[src/rtl/wb_flash_prefetch.sv]
// Single-line read prefetch buffer in front of the G18 flash slave.
// A miss fetches the whole aligned line as back-to-back classic reads; hits
// are answered one cycle after the request. Writes are answered with an error.
//
// Handshake: a slave request is wbs_cyc_i & wbs_stb_i while neither
// wbs_ack_o nor wbs_err_o is high; it is answered by exactly one single-cycle
// wbs_ack_o or wbs_err_o, unless the master drops wbs_cyc_i during a line fill,
// in which case no answer is given. On the master side each word is a
// separate classic cycle: cyc/stb rise, stay high until wbm_ack_i or
// wbm_err_i, then drop for one cycle before the next word.
module wb_flash_prefetch #(
  parameter int wb_aw      = 32,
  parameter int LINE_WORDS = 8
) (
  input  logic             wb_clk_i,
  input  logic             wb_rst_i,
  input  logic [wb_aw-1:0] wbs_adr_i,
  input  logic [31:0]      wbs_dat_i,
  input  logic [3:0]       wbs_sel_i,
  input  logic             wbs_we_i,
  input  logic [2:0]       wbs_cti_i,
  input  logic [1:0]       wbs_bte_i,
  input  logic             wbs_cyc_i,
  input  logic             wbs_stb_i,
  output logic             wbs_ack_o,
  output logic             wbs_err_o,
  output logic [31:0]      wbs_dat_o,
  output logic [wb_aw-1:0] wbm_adr_o,
  output logic [31:0]      wbm_dat_o,
  output logic [3:0]       wbm_sel_o,
  output logic             wbm_we_o,
  output logic [2:0]       wbm_cti_o,
  output logic [1:0]       wbm_bte_o,
  output logic             wbm_cyc_o,
  output logic             wbm_stb_o,
  input  logic             wbm_ack_i,
  input  logic             wbm_err_i,
  input  logic [31:0]      wbm_dat_i,
  input  logic             invalidate_i
);

  localparam int LW = $clog2(LINE_WORDS);
  localparam int TW = wb_aw - LW - 2;

  typedef enum logic [1:0] {IDLE, FILL, RESP, ERR} state_t;

  // state is kept as a plain named signal so checkers can bind to it
  state_t          state, state_nxt;
  logic [31:0]     line_q [LINE_WORDS];
  logic [TW-1:0]   tag_q;
  logic [TW-1:0]   base_tag_q;
  logic [LW-1:0]   cnt_q;
  logic [LW-1:0]   word_idx_q;
  logic            valid_q;
  logic            inv_pend_q;
  logic            abort_q;
  logic            gap_q;

  logic            req;
  logic            hit;
  logic            last_word;
  logic [TW-1:0]   adr_tag;
  logic [LW-1:0]   adr_word;
  logic            unused_ok;

  assign adr_tag   = wbs_adr_i[wb_aw-1:LW+2];
  assign adr_word  = wbs_adr_i[LW+1:2];
  assign req       = wbs_cyc_i & wbs_stb_i & ~wbs_ack_o & ~wbs_err_o;
  assign hit       = valid_q & (tag_q == adr_tag);
  assign last_word = (cnt_q == LW'(LINE_WORDS - 1));

  // Responses depend only on registered state, so nothing is combinational
  // from the slave inputs to the slave outputs.
  assign wbs_ack_o = (state == RESP) & ~abort_q;
  assign wbs_err_o = (state == ERR) & ~abort_q;
  assign wbs_dat_o = wbs_ack_o ? line_q[word_idx_q] : 32'h0;

  // Master port: read-only classic cycles, one dead cycle after each ack.
  assign wbm_cyc_o = (state == FILL) & ~gap_q;
  assign wbm_stb_o = wbm_cyc_o;
  assign wbm_adr_o = {base_tag_q, cnt_q, 2'b00};
  assign wbm_dat_o = 32'h0;
  assign wbm_sel_o = 4'hf;
  assign wbm_we_o  = 1'b0;
  assign wbm_cti_o = 3'b000;
  assign wbm_bte_o = 2'b00;

  // Inputs that carry no meaning for a read-only word-wide buffer.
  assign unused_ok = ^{wbs_dat_i, wbs_sel_i, wbs_cti_i, wbs_bte_i, wbs_adr_i[1:0]};

  // State register.
  always_ff @(posedge wb_clk_i) begin
    if (wb_rst_i) state <= IDLE;
    else          state <= state_nxt;
  end

  // Next-state decode.
  always_comb begin
    state_nxt = state;
    case (state)
      IDLE: begin
        if (req) begin
          if (wbs_we_i)  state_nxt = ERR;
          else if (hit)  state_nxt = RESP;
          else           state_nxt = FILL;
        end
      end
      FILL: begin
        if (!gap_q) begin
          if (wbm_err_i)                  state_nxt = ERR;
          else if (wbm_ack_i && last_word) state_nxt = RESP;
        end
      end
      RESP:    state_nxt = IDLE;
      ERR:     state_nxt = IDLE;
      default: state_nxt = IDLE;
    endcase
  end

  // Line storage, tag/valid tracking and fill bookkeeping.
  always_ff @(posedge wb_clk_i) begin
    if (wb_rst_i) begin
      for (int i = 0; i < LINE_WORDS; i++) line_q[i] <= 32'h0;
      tag_q      <= '0;
      base_tag_q <= '0;
      cnt_q      <= '0;
      word_idx_q <= '0;
      valid_q    <= 1'b0;
      inv_pend_q <= 1'b0;
      abort_q    <= 1'b0;
      gap_q      <= 1'b0;
    end else begin
      case (state)
        IDLE: begin
          if (invalidate_i) valid_q <= 1'b0;
          if (req) abort_q <= 1'b0;
          if (req && !wbs_we_i) begin
            word_idx_q <= adr_word;
            if (!hit) begin
              // The old line is being overwritten, so it can no longer hit.
              base_tag_q <= adr_tag;
              cnt_q      <= '0;
              gap_q      <= 1'b0;
              inv_pend_q <= 1'b0;
              valid_q    <= 1'b0;
            end
          end
        end
        FILL: begin
          if (!wbs_cyc_i)   abort_q    <= 1'b1;
          if (invalidate_i) inv_pend_q <= 1'b1;
          if (gap_q) begin
            gap_q <= 1'b0;
          end else if (wbm_err_i) begin
            valid_q    <= 1'b0;
            inv_pend_q <= 1'b0;
          end else if (wbm_ack_i) begin
            line_q[cnt_q] <= wbm_dat_i;
            if (last_word) begin
              tag_q      <= base_tag_q;
              valid_q    <= ~(inv_pend_q | invalidate_i);
              inv_pend_q <= 1'b0;
            end else begin
              cnt_q <= cnt_q + LW'(1);
              gap_q <= 1'b1;
            end
          end
        end
        default: begin
          if (invalidate_i) valid_q <= 1'b0;
        end
      endcase
    end
  end

endmodule
[config.mk]
export PLATFORM = sky130hd
export DESIGN_NAME = wb_flash_prefetch
export DESIGN_NICKNAME = d
export VERILOG_FILES = /design/src/rtl/wb_flash_prefetch.sv
export SDC_FILE = /design/constraint.sdc
export NUM_CORES = 1
export LEC_CHECK = 0
export CORE_AREA = 8 8 182 184
export DETAILED_ROUTE_END_ITERATION = 10
export DIE_AREA = 0 0 190 192
export PLACE_DENSITY = 0.73
export SYNTH_ARGS = -nofsm -noshare
export SYNTH_HDL_FRONTEND = slang
export SYNTH_SLANG_ARGS = --single-unit
[constraint.sdc]
create_clock -name wb_clk_i -period 7.5 [get_ports wb_clk_i]
set_input_delay 1.5 -clock wb_clk_i [delete_from_list [all_inputs] [get_ports wb_clk_i]]
set_output_delay 1.5 -clock wb_clk_i [all_outputs]
set_load 0.1 [all_outputs]
======== Word level (Yosys, flattened, before mapping) ========
Memories as Yosys holds them, arrays and structs flattened. A register that Yosys moved wholly into a read port is not among the register bits.
Index checks and enable logic that the tools add are counted.
cells by class
  add/sub/neg operators ................... 1
  equal/unequal tests ..................... 16
  muxes and demuxes ....................... 52
  bitwise gates (word level) .............. 15
  reduce and logical (&&, ||, !) cells .... 15
operator list
  cell                   number
  $mux W32               2
  $reduce_or A32 Y1      1
  $mux W1                29
  $eq A27 B27 Y1         1
  $mux W3                9
  $ne A2 B2 Y1 const B   8
  $reduce_and A3 Y1      5
  $mux W2                6
  $pmux W1 S2            4
  $and A1 B1 Y1          7
  $not A1 Y1             7
  $reduce_and A7 Y1      1
  $ne A3 B3 Y1 const B   2
  $pmux W2 S3            1
  $pmux W3 S2            1
  $reduce_and A5 Y1      1
  $eq A2 B2 Y1 const B   2
  $add A3 B1 Y3 const B  1
  $eq A3 B3 Y1 const B   1
  $ne A3 B2 Y1 const B   1
  $eq A2 B1 Y1 const B   1
  $logic_and A1 B1 Y1    2
  $logic_not A2 Y1       1
  $reduce_and A2 Y1      1
  4 further kinds        4
word-level totals
  flip-flop bits (word level) ............. 66
  bits in writable memories ............... 256
  input port bits ......................... 113
  word-level logic and storage cells ...... 109
  memories kept ........................... 1
memories
  memory  words  bits a word  rd ports  clocked after Yosys merged registers in  wr ports  RTL line  RTL
  line_q  8      32           1         1                                        8         49        logic [31:0] line_q [LINE_WORDS];

======== Longest topological paths before layout ========
  depth after elaboration ................. 9
  gate-level depth with buffers ........... 8
  depth with buffers taken out ............ 8

======== Worst setup path after synthesis ========
No wires, ideal clock.
  path kind ............................... register to output
  from .................................... register (tool-made name)
  to ...................................... output wbs_dat_o[10]
  data arrival time ....................... 2.576 ns
  slack ................................... 3.424 ns
  cell stages (with the launch flop) ...... 6
  buffers on the path ..................... 2
  cell sequence ........................... dfxtp_1 > clkbuf_1 > buf_2 > mux4_2 > mux2i_1 > nor2_1
RTL lines
  element           RTL line  RTL
  end: declaration  27        output logic [31:0] wbs_dat_o,

==> impl_metrics.csv <==
group,metric,value,unit
timing,rsz0062_at_grt,"no",
finish,seq_area,9070,µm²
routing,first_iter_violations,520,
setup_path,cp_data_arrival_time,3.86,ns
setup_path,cp_max_fo,46,
routing,wirelength,33400,µm
logic_synthesis,seq_area_frac_synth,0.611,
grt,grt_pass1_vias,9087,
pwr,power_frac_seq,0.503,
setup_path,worstReg2RegEnd,"line_q[7][3]",
setup_path,required,6.00,ns
setup_path,start_kind,"flop",
pwr,p_switching,0.00102,W
placed_design,place_hpwl,18900,µm
routing,wl_per_cell,20.6,µm
floorplan,die_area,36500,µm²
logic_synthesis,synth_top_cell_by_area,"edfxtp_1",
logic_synthesis,synthFlopType,"edfxtp_1",
logic_synthesis,netlist_top_cells_area,"edfxtp_1 52%, and2_1 11%, mux4_2 9.7%",
grt,grt_pass1_wl,51300,µm
setup_path,crit_type,"flop to output port",
logic_synthesis,synth.avg_cell_area,13.8,µm²
logic_synthesis,synth_cells,1079,
flow_run,cap_violations,0,
pwr,clkPwrFrac,0.387,
grt,grt_max_degree,78,
floorplan,fp.coreArea,30200,µm²
timing,layout_min_cycle_time,5.36,ns
clock_tree,cts_setup_buffers,0,
pwr,p_sw_frac,0.252,
finish,drive_above_1_share,0.119,
status,outcome,"finished clean",
min_path,min-delay-start,"tag_q[1]",
clock_tree,hold_buffers,0,
routing,first_pass_iters,7,
clock_tree,clk_pin_slew,0.06,ns
finish,instances_no_fill,1619,
pwr,powerDensity,233,nW/µm²
timing,slew_violations,0,
grt,antenna_found_initial,2,
grt,track_usage,0.181,
clock_tree,numCtsBuffers,34,
finish,syn_to_final_growth,16.7,%
placed_design,place.gp.congestion,0.775,
floorplan,die_x,190,µm
timing,fmax,187,MHz
floorplan,rows,64,
finish,fill_cells,2366,
min_path,holdPathEnd,"tag_q[1]",
logic_synthesis,ys_ff_latch,325,
setup_path,worstSetupEndpointType,"output port",
timing,tightest_slew,1.21,ns
logic_synthesis,synth_area,14800,µm²
logic_synthesis,synth.top_cell.area_share,0.518,
routing,drc,0,
placed_design,dpl.cell_count,1555,
clock_tree,cts_sinks,325,
pwr,pwr-share-comb,0.109,
pwr,p_leak,6.11,nW
timing,max-slew-margin-rel,0.191,
logic_synthesis,async_flop_share,0,
clock_tree,clk_latency,0.51,ns
timing,hold_violations,0,
logic_synthesis,synth_edf_count,256,
pwr,vdd_ir_drop_max,0.144,mV
placed_design,io_buffers,135,
routing,detail-route-antenna-nets,0,
pwr,internal_power,0.00301,W
grt,overflow,0,
routing,num_vias,8543,
timing,post-route-period-util,0.714,
routing,vias_per_cell,5.28,
timing,setup_violations,0,
clock_tree,cts-resized-gates,0,
setup_path,worstRegToRegCells,6,
floorplan,start_util,0.492,
finish,multi_input_area,5270,µm²
clock_tree,htreeDepth,2,
floorplan,die_h,192,µm
timing,fin_skew,0.0214,ns
min_path,hold_depth,2,
clock_tree,cts-root-buf,"clkbuf_16",
finish,final_cell_mix,"257 x and2_1, 256 x edfxtp_1, 134 x clkdlybuf4s50_1",
logic_synthesis,yosysUniqueCellTypes,51,
setup_path,r2r_slack,3.80,ns
clock_tree,cts_tree,"done",
clock_tree,ctsLongestPathBuffers,3,
timing,timing.setup.tns,0,ns
logic_synthesis,ys_warn_count,0,
finish,layout.nets,1310,
setup_path,r2r-start,"state[0]",
finish,final_common_cell,"and2_1",
min_path,holdCritPathClass,"flop to flop",
floorplan,io_pins,223,
==> per-stage QoR <==
step                       util  hold slack [ns]  total power (W)  instance area, µm²  setup WS, ns
after floorplan               -            0.448          0.00240               15000          3.42
final                     0.574            0.466          0.00403               17300          2.14
after global routing      0.574            0.485          0.00416               17300          1.89
after CTS                 0.574            0.467          0.00406               17300          2.00
after global placement    0.539            0.452          0.00250               16300          2.49
after detailed placement  0.539            0.459          0.00251               16300          2.44
==> layer usage <==
metal  track usage  wire [µm]  vias to the layer above
met4        0.0445        533                        2
li1              -          -                     3979
met1         0.215      13500                     4303
met2         0.327      17300                      214
met5             0         13                        -
met3        0.0439       2040                       45
==> worst max-delay path: stages (launching register included) <==
cell and delay (ns):
dfxtp_4 0.96, buf_4 0.50, mux4_2 0.56, mux2i_1 0.17
nor2_1 0.09, clkdlybuf4s50_1 1.01
==> worst max path at each step <==
stage               from       endpoint  slack, ns  cells after the start
6_report            flop  wbs_dat_o[11]       2.14                      5
5_1_grt             flop  wbs_dat_o[20]       1.89                      5
4_1_cts             flop  wbs_dat_o[12]       2.00                      5
3_5_place_dp   wbm_err_i  line_q[7][26]       2.44                      6
3_3_place_gp   wbm_err_i  line_q[7][19]       2.49                      6
2_1_floorplan       flop  wbs_dat_o[10]       3.42                      5
==> layout make-up <==
| type | count | area share |
|---|---|---|
| antenna | 2 | 0.000289 |
| clock buffer | 50 | 0.0555 |
| clock inverter | 12 | 0.00426 |
| inverter | 4 | 0.000866 |
| multi-input combinational | 684 | 0.304 |
| sequential | 325 | 0.524 |
| tap | 396 | 0.0286 |
| timing repair buffer | 146 | 0.0825 |
==> flip-flops by register name, summed over array words and instances, names as in the netlist, named ones only <==
name and count:
cnt_q 3, state 2, word_idx_q 3, valid_q 1, inv_pend_q 1, tag_q 27, line_q 256, abort_q 1
gap_q 1, base_tag_q 27
==> cell usage after synthesis, drive strengths merged, types with 3 or more instances <==
library cell / n
xnor2: 9
dfxtp: 69
nor2: 76
edfxtp: 256
nand2: 63
clkbuf: 39
and2: 257
nor3: 3
or2: 9
buf: 69
a21oi: 31
nor4: 7
mux4: 64
nand4: 4
inv: 4
mux2i: 62
xor2: 18
o21ai: 5
nor3b: 5
==> power by group through the flow <==
stage / registers (W) / clock network [W] / logic (W)
floorplan: 0.00209 / 0 / 0.000308
global placement: 0.00206 / 0 / 0.000442
detailed placement: 0.00207 / 0 / 0.000443
CTS: 0.00203 / 0.00159 / 0.000445
global route: 0.00203 / 0.00166 / 0.000462
finish: 0.00203 / 0.00156 / 0.000441
==> cell families after synthesis <==
kind of cell,count (synthesis),synth area share
other,2,0.000506
DFF,325,0.611
adders and majority gates,2,0.00169
muxes,126,0.139
xor gates and xnor gates,27,0.0159
AOI/OAI and AO/OA,45,0.0171
buffers and inverters,112,0.0454
and+or+nand+nor,440,0.170
Power figures use the tool's default switching activity.
